===== config.mk =====
export PLATFORM = sky130hd
export DESIGN_NAME = bridge_reg_arbiter_flat
export DESIGN_NICKNAME = d
export VERILOG_FILES = /design/src/rtl/bridge_reg_arbiter_pkg.sv /design/src/rtl/bridge_reg_arbiter_if.sv /design/src/rtl/bridge_clr_tracker.sv /design/src/rtl/bridge_reg_arbiter.sv /design/src/flat_wrapper.sv
export SDC_FILE = /design/constraint.sdc
export NUM_CORES = 1
export LEC_CHECK = 0
export ABC_CLOCK_PERIOD_IN_PS = 2000
export BUFFER_PORTS_ARGS = -buffer_cell sky130_fd_sc_hd__buf_2
export CAP_MARGIN = 20
export CORE_UTILIZATION = 45
export CTS_BUF_LIST = sky130_fd_sc_hd__clkbuf_16
export CTS_CLUSTER_DIAMETER = 30
export CTS_CLUSTER_SIZE = 30
export DETAILED_ROUTE_END_ITERATION = 10
export HOLD_SLACK_MARGIN = 0.03
export PLACE_DENSITY = 0.82
export SLEW_MARGIN = 20
export SYNTH_ARGS = -nofsm -noshare
export SYNTH_HDL_FRONTEND = slang
export SYNTH_HIERARCHICAL = 1
export SYNTH_SLANG_ARGS = --single-unit

===== constraint.sdc =====
create_clock -name clk -period 2 [get_ports clk]
set_input_delay 0.1 -clock clk [delete_from_list [all_inputs] [get_ports clk]]
set_output_delay 0.1 -clock clk [all_outputs]
set_load 0.005 [all_outputs]

===== src/rtl/bridge_reg_arbiter_pkg.sv =====
// Shared constants and FSM state type for the register-block write arbiter.
// The register block imports the same status address and clear masks.
package bridge_reg_pkg;

  localparam int unsigned ADDR_W     = 21;
  localparam int unsigned BYTECNT_W  = 2;
  localparam int unsigned REG_AW     = ADDR_W - BYTECNT_W;
  localparam int unsigned MAX_WAIT   = 16;

  localparam logic [REG_AW-1:0] STATUS_ADDR = 19'h00009;
  localparam logic [7:0]        CLR_MASK0   = 8'h04;  // addr_valid
  localparam logic [7:0]        CLR_MASK1   = 8'h02;  // instr_valid

  typedef enum logic {
    IDLE = 1'b0,
    WAIT = 1'b1
  } arb_state_e;

  function automatic logic [7:0] clr_mask(input logic [1:0] pend,
                                          input logic [7:0] m0,
                                          input logic [7:0] m1);
    return (pend[0] ? m0 : 8'h00) | (pend[1] ? m1 : 8'h00);
  endfunction

endpackage


===== src/rtl/bridge_reg_arbiter_if.sv =====
// Bus bundle between USB front-end / bridge (master) and the write arbiter (slave).
interface bridge_reg_arbiter_if #(
  parameter int unsigned AW = 19
);
  logic [AW-1:0] usb_addr_i;
  logic [7:0]    usb_data_i;
  logic          usb_write_i;
  logic [7:0]    status_i;
  logic [1:0]    clr_req_i;
  logic [1:0]    clr_ack_o;
  logic [AW-1:0] reg_address_o;
  logic [7:0]    write_data_o;
  logic          reg_write_o;
  logic          busy_o;
  logic          starve_o;

  modport master (
    output usb_addr_i, usb_data_i, usb_write_i, status_i, clr_req_i,
    input  clr_ack_o, reg_address_o, write_data_o, reg_write_o, busy_o, starve_o
  );

  modport slave (
    input  usb_addr_i, usb_data_i, usb_write_i, status_i, clr_req_i,
    output clr_ack_o, reg_address_o, write_data_o, reg_write_o, busy_o, starve_o
  );
endinterface


===== src/rtl/bridge_clr_tracker.sv =====
// Pending clear-request bits with re-arm, wait-age counter and sticky starve flag.
module bridge_clr_tracker
  import bridge_reg_pkg::*;
#(
  parameter logic [7:0]  pCLR_MASK0 = CLR_MASK0,
  parameter logic [7:0]  pCLR_MASK1 = CLR_MASK1,
  parameter int unsigned pMAX_WAIT  = MAX_WAIT
) (
  input  logic       clk,
  input  logic       reset_i,
  input  logic [1:0] clr_req_i,
  input  logic       svc_i,       // all pending bits serviced this cycle
  output logic [1:0] pend_o,
  output logic [7:0] cmask_o,
  output logic       pend_nz_d_o,
  output logic       starve_o
);

  localparam int unsigned AGE_W = $clog2(pMAX_WAIT + 1);
  localparam logic [AGE_W-1:0] AGE_MAX = AGE_W'(pMAX_WAIT);

  logic [1:0]       pend_q, pend_d;
  logic [AGE_W-1:0] age_q, age_d;
  logic             starve_q, starve_d;

  // A pulse arriving with service survives the clear and is handled later.
  always_comb begin
    pend_d = (svc_i ? 2'b00 : pend_q) | clr_req_i;
    age_d  = age_q;
    if (pend_q == 2'b00 || svc_i)
      age_d = '0;
    else if (age_q != AGE_MAX)
      age_d = age_q + 1'b1;
    starve_d = starve_q | (age_d == AGE_MAX);
  end

  always_ff @(posedge clk) begin
    if (reset_i) begin
      pend_q   <= 2'b00;
      age_q    <= '0;
      starve_q <= 1'b0;
    end else begin
      pend_q   <= pend_d;
      age_q    <= age_d;
      starve_q <= starve_d;
    end
  end

  assign pend_o      = pend_q;
  assign cmask_o     = clr_mask(pend_q, pCLR_MASK0, pCLR_MASK1);
  assign pend_nz_d_o = |pend_d;
  assign starve_o    = starve_q;

endmodule


===== src/rtl/bridge_reg_arbiter.sv =====
// Registered arbiter for the register-block write port: USB writes win outright,
// status-flag clears are merged and applied as read-modify-write of the status register.
module bridge_reg_arbiter
  import bridge_reg_pkg::*;
#(
  parameter int unsigned pADDR_WIDTH   = ADDR_W,
  parameter int unsigned pBYTECNT_SIZE = BYTECNT_W,
  parameter logic [pADDR_WIDTH-pBYTECNT_SIZE-1:0] pSTATUS_ADDR = STATUS_ADDR,
  parameter logic [7:0]  pCLR_MASK0    = CLR_MASK0,
  parameter logic [7:0]  pCLR_MASK1    = CLR_MASK1,
  parameter int unsigned pMAX_WAIT     = MAX_WAIT
) (
  input  logic                 clk,
  input  logic                 reset_i,
  bridge_reg_arbiter_if.slave  bus
);

  localparam int unsigned RAW = pADDR_WIDTH - pBYTECNT_SIZE;

  arb_state_e     state_q, state_d;
  logic           wr_q, wr_d;
  logic [RAW-1:0] addr_q, addr_d;
  logic [7:0]     data_q, data_d;
  logic [1:0]     ack_q, ack_d;
  logic           busy_q, busy_d;
  logic           svc;
  logic [1:0]     pend;
  logic [7:0]     cmask;
  logic           pend_nz_d;
  logic           starve;

  bridge_clr_tracker #(
    .pCLR_MASK0 (pCLR_MASK0),
    .pCLR_MASK1 (pCLR_MASK1),
    .pMAX_WAIT  (pMAX_WAIT)
  ) u_trk (
    .clk         (clk),
    .reset_i     (reset_i),
    .clr_req_i   (bus.clr_req_i),
    .svc_i       (svc),
    .pend_o      (pend),
    .cmask_o     (cmask),
    .pend_nz_d_o (pend_nz_d),
    .starve_o    (starve)
  );

  always_comb begin
    state_d = state_q;
    wr_d    = 1'b0;
    addr_d  = '0;
    data_d  = 8'h00;
    ack_d   = 2'b00;
    svc     = 1'b0;
    if (bus.usb_write_i) begin
      wr_d   = 1'b1;
      addr_d = bus.usb_addr_i;
      data_d = bus.usb_data_i;
      if (state_q == WAIT) begin
        state_d = IDLE;
      end else if (pend != 2'b00 && bus.usb_addr_i == pSTATUS_ADDR) begin
        // USB write to status absorbs the pending clears in the same write.
        data_d  = bus.usb_data_i & ~cmask;
        ack_d   = pend;
        svc     = 1'b1;
        state_d = WAIT;
      end
    end else if (state_q == WAIT) begin
      state_d = IDLE;
    end else if (pend != 2'b00) begin
      svc   = 1'b1;
      ack_d = pend;
      // Bits already clear need no write, just the ack.
      if ((bus.status_i & cmask) != 8'h00) begin
        wr_d    = 1'b1;
        addr_d  = pSTATUS_ADDR;
        data_d  = bus.status_i & ~cmask;
        state_d = WAIT;
      end
    end
    busy_d = pend_nz_d | (state_d == WAIT);
  end

  always_ff @(posedge clk) begin
    if (reset_i) begin
      state_q <= IDLE;
      wr_q    <= 1'b0;
      addr_q  <= '0;
      data_q  <= 8'h00;
      ack_q   <= 2'b00;
      busy_q  <= 1'b0;
    end else begin
      state_q <= state_d;
      wr_q    <= wr_d;
      addr_q  <= addr_d;
      data_q  <= data_d;
      ack_q   <= ack_d;
      busy_q  <= busy_d;
    end
  end

  assign bus.reg_write_o   = wr_q;
  assign bus.reg_address_o = addr_q;
  assign bus.write_data_o  = data_q;
  assign bus.clr_ack_o     = ack_q;
  assign bus.busy_o        = busy_q;
  assign bus.starve_o      = starve;

endmodule


===== src/flat_wrapper.sv =====
// flat-port wrapper written by rule: the top's interface ports become plain ports
module bridge_reg_arbiter_flat import bridge_reg_pkg::*;
#(
  parameter int unsigned pADDR_WIDTH   = ADDR_W,
  parameter int unsigned pBYTECNT_SIZE = BYTECNT_W,
  parameter logic [pADDR_WIDTH-pBYTECNT_SIZE-1:0] pSTATUS_ADDR = STATUS_ADDR,
  parameter logic [7:0]  pCLR_MASK0    = CLR_MASK0,
  parameter logic [7:0]  pCLR_MASK1    = CLR_MASK1,
  parameter int unsigned pMAX_WAIT     = MAX_WAIT
)
  (clk, reset_i, bus_usb_addr_i, bus_usb_data_i, bus_usb_write_i, bus_status_i, bus_clr_req_i, bus_clr_ack_o, bus_reg_address_o, bus_write_data_o, bus_reg_write_o, bus_busy_o, bus_starve_o);
  bridge_reg_arbiter_if bus_i ();
  input  logic clk;
  input  logic reset_i;
  input wire logic [$bits(bus_i.usb_addr_i)-1:0] bus_usb_addr_i;
  input wire logic [$bits(bus_i.usb_data_i)-1:0] bus_usb_data_i;
  input wire logic [$bits(bus_i.usb_write_i)-1:0] bus_usb_write_i;
  input wire logic [$bits(bus_i.status_i)-1:0] bus_status_i;
  input wire logic [$bits(bus_i.clr_req_i)-1:0] bus_clr_req_i;
  output wire logic [$bits(bus_i.clr_ack_o)-1:0] bus_clr_ack_o;
  output wire logic [$bits(bus_i.reg_address_o)-1:0] bus_reg_address_o;
  output wire logic [$bits(bus_i.write_data_o)-1:0] bus_write_data_o;
  output wire logic [$bits(bus_i.reg_write_o)-1:0] bus_reg_write_o;
  output wire logic [$bits(bus_i.busy_o)-1:0] bus_busy_o;
  output wire logic [$bits(bus_i.starve_o)-1:0] bus_starve_o;
  assign bus_i.usb_addr_i = bus_usb_addr_i;
  assign bus_i.usb_data_i = bus_usb_data_i;
  assign bus_i.usb_write_i = bus_usb_write_i;
  assign bus_i.status_i = bus_status_i;
  assign bus_i.clr_req_i = bus_clr_req_i;
  assign bus_clr_ack_o = bus_i.clr_ack_o;
  assign bus_reg_address_o = bus_i.reg_address_o;
  assign bus_write_data_o = bus_i.write_data_o;
  assign bus_reg_write_o = bus_i.reg_write_o;
  assign bus_busy_o = bus_i.busy_o;
  assign bus_starve_o = bus_i.starve_o;
  bridge_reg_arbiter #(.pADDR_WIDTH(pADDR_WIDTH), .pBYTECNT_SIZE(pBYTECNT_SIZE), .pSTATUS_ADDR(pSTATUS_ADDR), .pCLR_MASK0(pCLR_MASK0), .pCLR_MASK1(pCLR_MASK1), .pMAX_WAIT(pMAX_WAIT)) u_core (.clk(clk), .reset_i(reset_i), .bus(bus_i));
endmodule

==> tab_implementation.tex, run 1 <==
\begin{tabular}{lr}
\hline
Metric & Value \\
\hline
\multicolumn{2}{l}{\textbf{Synth}} \\
Post-synthesis share of cell area spent on and, or, nand and nor gates & 0.2496 \\
Post-Synth XOR/XNOR Area & 0.02050 \\
Synth cell types & 36 \\
Sequential element share of the synthesized area & 0.4685 \\
Gate count after technology mapping & 170 \\
Proportion of synthesized area in mux cells & 0 \\
Post-Synthesis Mean Instance Area & 10.05 um2 \\
Dominant combinational cell family by area after synthesis & simple AND/OR/NAND/NOR gates \\
Share of the synthesized area in the top cell type & 0.4685 \\
Number of warnings printed during yosys synthesis & 6 \\
Area fraction in compound gates after synthesis & 0.1786 \\
Cell types occupying the most area after synthesis & sky130\_fd\_sc\_hd\_\_dfxtp\_1 (47\%), sky130\_fd\_sc\_hd\_\_and2\_1 (7.0\%), sky130\_fd\_sc\_hd\_\_a32oi\_1 (4.1\%) \\
Synth Register Bits & 40 \\
Cell taking the most area after synthesis & sky130\_fd\_sc\_hd\_\_dfxtp\_1 \\
Adder-cell area share of the yosys netlist & 0.01464 \\
Post-synthesis instance area & 1709 um2 \\
\multicolumn{2}{l}{\textbf{Layout}} \\
Layout area overhead & 31.48\% \\
Post-route cell area & 2247 um2 \\
Nets & 284 \\
Final antenna diode count & 0 \\
Layout cells sized above 1 & 0.3704 \\
Final Non-Filler Cells & 291 \\
\multicolumn{2}{l}{\textbf{STA}} \\
Worst slew slack as a fraction of its limit & 0.4811 \\
Time the worst path needs with I/O delays and setup & 1.565 ns \\
Highest clock frequency the design can meet & 639.0 MHz \\
Unrepaired setup endpoints after global routing & false \\
Slew at the pin closest to its max-slew limit & 0.7767 ns \\
Final worst-path cycle share & 0.7824 \\
Final TNS setup & 0 ns \\
Maximum clock skew at final layout & 0.003518 ns \\
Endpoints failing setup & 0 \\
Number of endpoints with negative hold slack in the final report & 0 \\
Max-slew violation count & 0 \\
\multicolumn{2}{l}{\textbf{Clock tree}} \\
Post-CTS setup buffer count & 0 \\
Longest Clk Path Bufs & 2 \\
Cells resized by post-CTS repair & 0 \\
Clock sink count & 40 \\
TritonCTS clock tree & done \\
CTS HTree Levels & 2 \\
Clock slew at the register clock pins of the worst setup and hold paths & 0.06 ns \\
Post-CTS Hold Fix Bufs & 0 \\
Clock root cell & sky130\_fd\_sc\_hd\_\_clkbuf\_16 \\
Insertion delay of the later-clocked pin in the worst-skew pair & 0.28 ns \\
Number of CTS-inserted buffers & 5 \\
\multicolumn{2}{l}{\textbf{Worst setup path}} \\
Required time at the endpoint of the critical path & 2.19 ns \\
Family of cells with the greatest summed delay on the critical path & compound AO/OA/AOI/OAI gates \\
Cell-by-cell listing of the critical path & o21bai\_1 -> a21oi\_1 -> buf\_4 -> nor3\_4 -> nand2\_1 -> o32ai\_2 \\
CP peak stage delay & 0.45 ns \\
Worst Path Buf+Inv & 1 \\
Critical path capture point type & flop \\
Slowest cell on the critical path & sky130\_fd\_sc\_hd\_\_dfxtp\_1 \\
Biggest fanout along the worst timing path & 4 \\
Arrival time worst endpoint & 1.76 ns \\
Setup CP Type & flop to flop \\
Setup crit start kind & flop \\
\multicolumn{2}{l}{\textbf{Drt}} \\
Drt pass-1 iters & 4 \\
Post-route DRC & 0 \\
ANT nets after route & 0 \\
Routed WL & 3698 um \\
Number of vias in the routed layout & 1,458 \\
Vias per Instance & 5.010 \\
Iter 0 DRT Violations & 56 \\
Routed length per instance & 12.71 um \\
\multicolumn{2}{l}{\textbf{Status}} \\
Run status & completed \\
\multicolumn{2}{l}{\textbf{GRT}} \\
Met2 demand-to-capacity share in global routing & 0.3338 \\
Highest-utilization routing layer at the global route stage & met2 \\
Global-route track usage on met1 & 0.2118 \\
Number of antenna violations at the first check in global routing & 0 \\
Overall global routing resource usage & 0.1901 \\
Total congestion overflow & 0 \\
Maximum number of pins on one net before global-route repair & 30 \\
Met3 GRT Util & 0.06341 \\
Vias in the first global route & 1,378 \\
First-pass GRT wire length & 5934 um \\
\multicolumn{2}{l}{\textbf{Power and ir drop}} \\
Power density cells & 864.3 nW/um2 \\
Leakage & 1.016 nW \\
Maximum vdd ir drop & 0.0005292 V \\
\multicolumn{2}{l}{\textbf{Die}} \\
DIE HEIGHT & 63.63 um \\
Count of boundary I/O pins & 72 \\
Area of the core & 3661 um2 \\
Starting utilization of the core area & 0.4668 \\
Die footprint & 4049 um2 \\
Floorplan row count & 22 \\
Die width & 63.63 um \\
\multicolumn{2}{l}{\textbf{Placement}} \\
Total half-perimeter wirelength after legalization and detailed placement & 2756 um \\
Count of buffers inserted at the top-level ports & 71 \\
Cells after DPL & 283 \\
Routability cong. & 0.7756 \\
Cell Area, Placed & 2083 um2 \\
\multicolumn{2}{l}{\textbf{Min path}} \\
Class of the tightest hold or removal check & input port to flop \\
\multicolumn{2}{l}{\textbf{Flow run}} \\
Max Cap Viol & 0 \\
\hline
\end{tabular}
[per-stage QoR]
stage / hold WS, ns / setup WS, ns / total power, W / utilization
6_report: 0.05436 / 0.4351 / 0.001942 / 0.6138
5_1_grt: 0.05465 / 0.2949 / 0.002029 / 0.6138
4_1_cts: 0.05180 / 0.4165 / 0.001956 / 0.6138
3_5_place_dp: 0.3317 / 0.1985 / 0.001091 / 0.5690
3_3_place_gp: 0.3307 / 0.2407 / 0.001085 / 0.5690
2_1_floorplan: 0.1724 / 0.2648 / 0.0009923 / -
[layer usage]
layer	wire [um]	part of all wire	up-vias
met5	0	0	-
met4	40	0.011	0
met3	235	0.064	6
met2	1833	0.50	49
met1	1588	0.43	654
li1	-	-	749
[cells in the mapped netlist]
cell type and number:
sky130_fd_sc_hd__nand2_2 1, sky130_fd_sc_hd__a21oi_1 8, sky130_fd_sc_hd__nand2b_1 2, sky130_fd_sc_hd__inv_1 8
sky130_fd_sc_hd__a31oi_1 1, sky130_fd_sc_hd__nor2b_1 1, sky130_fd_sc_hd__or4b_4 1, sky130_fd_sc_hd__conb_1 1
sky130_fd_sc_hd__nor4_4 1, sky130_fd_sc_hd__a32oi_1 8, sky130_fd_sc_hd__nand4b_1 1, sky130_fd_sc_hd__nor4b_1 1
sky130_fd_sc_hd__o32ai_2 1, sky130_fd_sc_hd__or3_1 1, sky130_fd_sc_hd__nor3_4 1, sky130_fd_sc_hd__o32ai_1 8
sky130_fd_sc_hd__and3_1 1, sky130_fd_sc_hd__nor3_2 2, sky130_fd_sc_hd__nand3b_1 9, sky130_fd_sc_hd__nor4_1 4
sky130_fd_sc_hd__nand2_1 6, sky130_fd_sc_hd__xnor2_1 2, sky130_fd_sc_hd__xor2_1 2, sky130_fd_sc_hd__o21ai_1 2
sky130_fd_sc_hd__nand4_1 2, sky130_fd_sc_hd__buf_4 8, sky130_fd_sc_hd__and2_1 19, sky130_fd_sc_hd__a2111oi_4 2
sky130_fd_sc_hd__a22oi_1 4, sky130_fd_sc_hd__ha_1 2, sky130_fd_sc_hd__o21bai_1 1, sky130_fd_sc_hd__nand3_1 2
sky130_fd_sc_hd__clkbuf_1 6, sky130_fd_sc_hd__nor2_1 9, sky130_fd_sc_hd__dfxtp_1 40, sky130_fd_sc_hd__nor3_1 2
[placed cells by master (no fill, tap or decap), types with 3 or more instances in the layout]
| cell type | Yosys | final |
|---|---|---|
| sky130_fd_sc_hd__buf_2 | 0 | 71 |
| sky130_fd_sc_hd__dfxtp_1 | 40 | 40 |
| sky130_fd_sc_hd__and2_1 | 19 | 19 |
| sky130_fd_sc_hd__inv_1 | 8 | 9 |
| sky130_fd_sc_hd__nor2_1 | 9 | 9 |
| sky130_fd_sc_hd__nand3b_1 | 9 | 9 |
| sky130_fd_sc_hd__a21oi_1 | 8 | 8 |
| sky130_fd_sc_hd__a32oi_1 | 8 | 8 |
| sky130_fd_sc_hd__o32ai_1 | 8 | 8 |
| sky130_fd_sc_hd__nand2_1 | 6 | 6 |
| sky130_fd_sc_hd__conb_1 | 1 | 6 |
| sky130_fd_sc_hd__clkbuf_16 | 0 | 5 |
| sky130_fd_sc_hd__nor4_1 | 4 | 4 |
| sky130_fd_sc_hd__a22oi_1 | 4 | 4 |
| sky130_fd_sc_hd__buf_4 | 8 | 3 |
[area by class of cell]
| type | count | area, um2 |
|---|---|---|
| Sequential cell | 40 | 800.8 |
| Clock buffer | 5 | 125.1 |
| Timing Repair Buffer | 74 | 377.9 |
| Tap cell | 48 | 60.06 |
| Fill cell | 311 | 1414 |
| Multi-Input combinational cell | 113 | 814.5 |
| Inverter | 8 | 30.03 |
| Clock inverter | 3 | 38.79 |
[worst reg2reg max path, stage by stage, from the launching register on]
cell	delay (ns)
sky130_fd_sc_hd__dfxtp_1	0.45
sky130_fd_sc_hd__o21bai_1	0.22
sky130_fd_sc_hd__a21oi_1	0.09
sky130_fd_sc_hd__buf_4	0.18
sky130_fd_sc_hd__nor3_4	0.19
sky130_fd_sc_hd__nand2_1	0.12
sky130_fd_sc_hd__o32ai_2	0.24
[cell families after synthesis]
kind of cell | after synthesis
AOI/OAI and AO/OA | 35
xor gates and xnor gates | 4
adders and majority gates | 2
buffers and inverters | 22
DFF | 40
other | 1
and+or+nand+nor | 66
[path summary, 6_finish.rpt]
kind / start / endpoint / slack [ns] / cells after the start
worst max-delay path: u_core/state_q / u_core/u_trk/starve_o / 0.44 / 6
worst min-delay path: bus_usb_addr_i[15] / u_core/bus.reg_address_o[15] / 0.05 / 2
worst max register to register: u_core/state_q / u_core/u_trk/starve_o / 0.44 / 6
worst min register to register: u_core/u_trk/starve_o / u_core/u_trk/starve_o / 0.46 / 2
[report_power, final]
group	total [W]	switching (W)	internal, W
clock network	0.000866	0.000286	0.000581
registers	0.000855	0.0000171	0.000838
logic	0.000222	0.000118	0.000103
total	0.00194	0.000421	0.00152
[flip-flops by register name, indices dropped and copies added (netlist names)]
register	flops
u_core/u_trk/starve_o	1
u_core/state_q	1
u_core/u_trk/age_q	5
u_core/bus.reg_write_o	1
u_core/u_trk/pend_o	2
u_core/bus.clr_ack_o	2
u_core/bus.write_data_o	8
u_core/bus.reg_address_o	19
u_core/bus.busy_o	1
Power figures use the tool's default switching activity.
==> inputs of run 2 (changes only) <==
--- a/config.mk
+++ b/config.mk
@@ -5,7 +5,7 @@
 export SDC_FILE = /design/constraint.sdc
 export NUM_CORES = 1
 export LEC_CHECK = 0
-export ABC_CLOCK_PERIOD_IN_PS = 2000
+export ABC_CLOCK_PERIOD_IN_PS = 1500
 export BUFFER_PORTS_ARGS = -buffer_cell sky130_fd_sc_hd__buf_2
 export CAP_MARGIN = 20
 export CORE_UTILIZATION = 45
==> constraint.sdc (replaced) <==
create_clock -name clk -period 1.5 [get_ports clk]
set_input_delay 0.075 -clock clk [delete_from_list [all_inputs] [get_ports clk]]
set_output_delay 0.075 -clock clk [all_outputs]
set_load 0.005 [all_outputs]
==> tab_implementation.tex, run 2 (synthesis results as in run 1) <==
\begin{tabular}{lr}
\hline
Metric & Value \\
\hline
\multicolumn{2}{l}{\textbf{Drt}} \\
Drt pass-1 iters & 4 \\
Post-route DRC & 0 \\
Routed length per instance & 12.81 um \\
Number of vias in the routed layout & 1,566 \\
Vias per Instance & 5.134 \\
Routed WL & 3907 um \\
Iter 0 DRT Violations & 54 \\
ANT nets after route & 0 \\
\multicolumn{2}{l}{\textbf{Power and ir drop}} \\
Maximum vdd ir drop & 0.0005867 V \\
Leakage & 1.071 nW \\
Power density cells & 1043 nW/um2 \\
Final Total Pwr & 0.002461 W \\
\multicolumn{2}{l}{\textbf{Die}} \\
Count of boundary I/O pins & 72 \\
Floorplan row count & 22 \\
Die width & 63.63 um \\
Starting utilization of the core area & 0.4668 \\
Area of the core & 3661 um2 \\
DIE HEIGHT & 63.63 um \\
Die footprint & 4049 um2 \\
\multicolumn{2}{l}{\textbf{STA}} \\
Highest clock frequency the design can meet & 726.3 MHz \\
Max-slew violation count & 0 \\
Maximum clock skew at final layout & 0.002834 ns \\
Final worst-path cycle share & 0.9179 \\
Time the worst path needs with I/O delays and setup & 1.377 ns \\
Final TNS setup & 0 ns \\
Endpoints failing setup & 0 \\
Unrepaired setup endpoints after global routing & false \\
Min Hold Slack & 0.03307 ns \\
Number of endpoints with negative hold slack in the final report & 0 \\
\multicolumn{2}{l}{\textbf{Worst setup path}} \\
Setup CP Type & flop to flop \\
Arrival time worst endpoint & 1.53 ns \\
Worst reg2reg path depth & 6 \\
Biggest fanout along the worst timing path & 6 \\
Required time at the endpoint of the critical path & 1.65 ns \\
Setup crit start kind & flop \\
Critical path capture point type & flop \\
\multicolumn{2}{l}{\textbf{GRT}} \\
Maximum number of pins on one net before global-route repair & 22 \\
First-pass GRT wire length & 6313 um \\
Overall global routing resource usage & 0.1978 \\
Total congestion overflow & 0 \\
Vias in the first global route & 1,465 \\
Number of antenna violations at the first check in global routing & 0 \\
\multicolumn{2}{l}{\textbf{Layout}} \\
Number of flip-flops under the largest register name & 19 \\
Utilization of the core after routing & 0.6442 \\
Layout cells sized above 1 & 0.4086 \\
Number of fill cells in the layout & 303 \\
Commonest non-fill, non-tap cell in the layout & sky130\_fd\_sc\_hd\_\_buf\_2 \\
Layout area overhead & 37.99\% \\
Top library cells by usage in the layout, fill and taps aside & sky130\_fd\_sc\_hd\_\_buf\_2 (71), sky130\_fd\_sc\_hd\_\_dfxtp\_1 (40), sky130\_fd\_sc\_hd\_\_and2\_1 (19) \\
Nets & 299 \\
Final antenna diode count & 0 \\
\multicolumn{2}{l}{\textbf{Placement}} \\
Total half-perimeter wirelength after legalization and detailed placement & 2838 um \\
Count of buffers inserted at the top-level ports & 71 \\
Routability cong. & 0.7628 \\
\multicolumn{2}{l}{\textbf{Clock tree}} \\
TritonCTS clock tree & done \\
Longest Clk Path Bufs & 2 \\
Post-CTS setup buffer count & 0 \\
Number of CTS-inserted buffers & 5 \\
CTS HTree Levels & 2 \\
Clock root cell & sky130\_fd\_sc\_hd\_\_clkbuf\_16 \\
Insertion delay of the later-clocked pin in the worst-skew pair & 0.27 ns \\
Clock slew at the register clock pins of the worst setup and hold paths & 0.06 ns \\
Clock sink count & 40 \\
\multicolumn{2}{l}{\textbf{Min path}} \\
Class of the tightest hold or removal check & input port to flop \\
Number of stages on the worst hold path & 2 \\
\multicolumn{2}{l}{\textbf{Flow run}} \\
Max Cap Viol & 0 \\
\multicolumn{2}{l}{\textbf{Status}} \\
Run status & completed \\
\hline
\end{tabular}
run 2: cell types whose count changed in the layout (fill, tap and decap cells not counted), sizes merged:
cell and delta:
buf +12, bufinv -1, clkinvlp +1, dlygate4sd3 +3, inv -1
run 2: timing repair:
action	CTS	global route
hold endpoints to repair	3	0
resized for setup	1	1
pin swaps	0	2
gates cloned	0	0
hold buffers	3	0
setup endpoints to repair	1	2
run 2: final timing paths:
check,startpoint,to,slack [ns]
setup / recovery,u_core/u_trk/pend_o[0],u_core/bus.write_data_o[4],0.12
hold / removal,bus_usb_addr_i[13],u_core/bus.reg_address_o[13],0.03
setup reg to reg,u_core/u_trk/pend_o[0],u_core/bus.write_data_o[4],0.12
hold reg to reg,u_core/u_trk/starve_o,u_core/u_trk/starve_o,0.47
run 2: final cells by class:
class	instances	area, um2	share of cell area
clock buffers	5	125.1	0.05305
well taps	48	60.06	0.02546
flip-flops and latches	40	800.8	0.3395
repair buffers	89	498.0	0.2111
multi-input cells	113	832.0	0.3528
inverters	8	30.03	0.01273
clock inverters	2	12.51	0.005305
run 2: where the power goes:
part           switching, W  total [W]  internal, W
combinational      0.000174   0.000342     0.000168
sequential        0.0000171    0.00113      0.00112
clock              0.000384   0.000985     0.000602
run 2: critical path, cell delays in order (launching register included):
cell	delay, ns
sky130_fd_sc_hd__dfxtp_1	0.32
sky130_fd_sc_hd__buf_4	0.15
sky130_fd_sc_hd__a22oi_1	0.19
sky130_fd_sc_hd__nand4_1	0.13
sky130_fd_sc_hd__buf_4	0.18
sky130_fd_sc_hd__a32oi_1	0.19
sky130_fd_sc_hd__o32ai_1	0.09
run 2: layer usage:
metal / track usage / share of wire
met3: 0.05435 / 0.052
met1: 0.2299 / 0.44
met5: 0 / 0
met4: 0.04261 / 0.0069
met2: 0.3564 / 0.51
run 2: per-stage QoR:
step,cell area [um2],std cells,setup slack (ns)
after floorplan,1739,175,-0.04716
after global placement,2185,295,-0.1757
after detailed placement,2185,295,-0.1946
after CTS,2355,305,0.08870
after global routing,2359,305,0.04833
final,2359,305,0.1232
==> inputs of run 3 (changes only) <==
--- a/config.mk
+++ b/config.mk
@@ -8,6 +8,7 @@
 export ABC_CLOCK_PERIOD_IN_PS = 1500
 export BUFFER_PORTS_ARGS = -buffer_cell sky130_fd_sc_hd__buf_2
 export CAP_MARGIN = 20
+export CORE_MARGIN = 2
 export CORE_UTILIZATION = 45
 export CTS_BUF_LIST = sky130_fd_sc_hd__clkbuf_16
 export CTS_CLUSTER_DIAMETER = 30
==> constraint.sdc (replaced) <==
create_clock -name clk -period 1.5 [get_ports clk]
set_input_delay 0.075 -clock clk [delete_from_list [all_inputs] [get_ports clk]]
set_output_delay 0.075 -clock clk [all_outputs]
set_load 0.1 [all_outputs]
==> tab_implementation.tex, run 3 (synthesis results as in run 1) <==
\begin{tabular}{lr}
\hline
Metric & Value \\
\hline
\multicolumn{2}{l}{\textbf{STA}} \\
Max-slew violation count & 0 \\
Number of endpoints with negative hold slack in the final report & 0 \\
Worst Setup Slack, final & 0.1056 ns \\
Min Hold Slack & 0.03474 ns \\
Unrepaired setup endpoints after global routing & true \\
Final TNS setup & 0 ns \\
Final worst-path cycle share & 0.9296 \\
Time the worst path needs with I/O delays and setup & 1.394 ns \\
Highest clock frequency the design can meet & 717.1 MHz \\
Endpoints failing setup & 0 \\
Maximum clock skew at final layout & 0.004090 ns \\
\multicolumn{2}{l}{\textbf{Worst setup path}} \\
Setup CP Type & input port to flop \\
Arrival time worst endpoint & 1.56 ns \\
Cell-by-cell listing of the critical path & buf\_2 -> or4b\_4 -> nor4\_4 -> nand2\_2 -> a21oi\_4 -> inv\_1 -> a21oi\_1 -> nor2\_1 \\
Slack of the worst reg-to-reg path & 0.14 ns \\
Setup crit start kind & input port \\
Timing endpoint of the critical path & u\_core/u\_trk/pend\_o[1] \\
Biggest fanout along the worst timing path & 4 \\
Slowest cell on the critical path & sky130\_fd\_sc\_hd\_\_or4b\_4 \\
Required time at the endpoint of the critical path & 1.66 ns \\
Worst reg2reg path depth & 6 \\
CP startpoint & bus\_usb\_addr\_i[1] \\
Crit Reg-Reg Endpoint & u\_core/u\_trk/starve\_o \\
FF-to-FF Start & u\_core/u\_trk/pend\_o[0] \\
Critical path capture point type & flop \\
CP peak stage delay & 0.54 ns \\
\multicolumn{2}{l}{\textbf{GRT}} \\
Number of antenna violations at the first check in global routing & 0 \\
Vias in the first global route & 1,511 \\
First-pass GRT wire length & 6520 um \\
Overall global routing resource usage & 0.1973 \\
Maximum number of pins on one net before global-route repair & 22 \\
Total congestion overflow & 0 \\
\multicolumn{2}{l}{\textbf{Layout}} \\
Top library cells by usage in the layout, fill and taps aside & sky130\_fd\_sc\_hd\_\_buf\_2 (71), sky130\_fd\_sc\_hd\_\_dfxtp\_1 (39), sky130\_fd\_sc\_hd\_\_and2\_1 (19) \\
Number of flip-flops under the largest register name & 19 \\
Nets & 302 \\
Commonest non-fill, non-tap cell in the layout & sky130\_fd\_sc\_hd\_\_buf\_2 \\
Post-route cell area & 2396 um2 \\
Layout cells sized above 1 & 0.4176 \\
Layout area overhead & 40.19\% \\
Final antenna diode count & 0 \\
\multicolumn{2}{l}{\textbf{Drt}} \\
Iter 0 DRT Violations & 55 \\
Vias per Instance & 5.058 \\
Routed length per instance & 13.02 um \\
Number of vias in the routed layout & 1,563 \\
Drt pass-1 iters & 4 \\
Routed WL & 4022 um \\
Post-route DRC & 0 \\
ANT nets after route & 0 \\
\multicolumn{2}{l}{\textbf{Placement}} \\
Routability cong. & 0.7871 \\
Worst-case setup slack after placement & -0.2061 ns \\
Cell Area, Placed & 2185 um2 \\
Count of buffers inserted at the top-level ports & 71 \\
Total half-perimeter wirelength after legalization and detailed placement & 2974 um \\
\multicolumn{2}{l}{\textbf{Clock tree}} \\
Clock slew at the register clock pins of the worst setup and hold paths & 0.05 ns \\
TritonCTS clock tree & done \\
Insertion delay of the later-clocked pin in the worst-skew pair & 0.27 ns \\
Longest Clk Path Bufs & 2 \\
CTS HTree Levels & 2 \\
Clock sink count & 40 \\
Clock root cell & sky130\_fd\_sc\_hd\_\_clkbuf\_16 \\
Number of CTS-inserted buffers & 5 \\
\multicolumn{2}{l}{\textbf{Min path}} \\
Number of stages on the worst hold path & 2 \\
Class of the tightest hold or removal check & input port to flop \\
\multicolumn{2}{l}{\textbf{Die}} \\
DIE HEIGHT & 65.63 um \\
Floorplan row count & 22 \\
Area of the core & 3661 um2 \\
Starting utilization of the core area & 0.4668 \\
Count of boundary I/O pins & 72 \\
Die width & 65.63 um \\
Die footprint & 4307 um2 \\
\multicolumn{2}{l}{\textbf{Flow run}} \\
Max Cap Viol & 0 \\
\multicolumn{2}{l}{\textbf{Power and ir drop}} \\
Leakage & 1.089 nW \\
Maximum vdd ir drop & 0.0006096 V \\
Power density cells & 1170 nW/um2 \\
\multicolumn{2}{l}{\textbf{Status}} \\
Run status & completed \\
\hline
\end{tabular}
-- run 3: cell types whose count changed in the layout (fill, tap and decap cells not counted), sizes merged --
| cell | change |
|---|---|
| dlygate4sd3 | +2 |
| clkinvlp | -1 |
| buf | +1 |
| clkinv | +2 |
-- run 3: cell type report --
class	instances	area [um2]
clock buffers	5	125.1
clock inverters	3	18.77
fillers	304	1265
inverters	8	30.03
multi-input cells	113	834.6
flip-flops and latches	40	802.0
well taps	48	60.06
repair buffers	92	525.5
-- run 3: critical path: cells and delay by family --
| kind | cells | cell delay, ns |
|---|---|---|
| and+or+nand+nor | 4 | 0.90 |
| AOI/OAI and AO/OA | 2 | 0.38 |
| buffers and inverters | 2 | 0.19 |
-- run 3: where the power goes --
part / leakage, nW / switching, W / internal (W) / total, W
combinational: 0.686 / 0.000494 / 0.000172 / 0.000666
sequential: 0.329 / 0.0000202 / 0.00112 / 0.00114
clock: 0.0736 / 0.000389 / 0.000611 / 0.00100
total: 1.09 / 0.000903 / 0.00190 / 0.00280
-- run 3: through the flow --
step	util	std cells	total power (W)
2_1_floorplan	-	175	0.001646
3_3_place_gp	0.5967	295	0.001798
3_5_place_dp	0.5967	295	0.001806
4_1_cts	0.6504	308	0.002819
5_1_grt	0.6545	309	0.002923
6_report	0.6545	309	0.002803
-- run 3: metal layers --
layer	GRT usage	vias to the layer above	wire (um)
li1	-	787	-
met1	0.2278	725	1691
met2	0.3611	49	2076
met3	0.04795	2	236
met4	0.04948	0	18
met5	0	-	0
-- run 3: repair_timing --
action                     4_1_cts  5_1_grt
setup endpoints to repair       10       13
buffers inserted                 0        1
hold buffers                     5        0
gates resized for setup          1        3
pin swaps                        0        3
hold endpoints to repair         5        0
-- run 3: how the worst min path moves through the flow --
stage	end	from	slack (ns)
after detailed placement	u_core/bus.reg_address_o[5]	bus_usb_addr_i[5]	0.29
after global placement	u_core/bus.reg_address_o[5]	bus_usb_addr_i[5]	0.30
after global routing	u_core/bus.reg_address_o[17]	bus_usb_addr_i[17]	0.04
after CTS	u_core/bus.reg_address_o[17]	bus_usb_addr_i[17]	0.03
final	u_core/bus.reg_address_o[17]	bus_usb_addr_i[17]	0.03
after floorplan	u_core/u_trk/pend_o[0]	reset_i	0.15
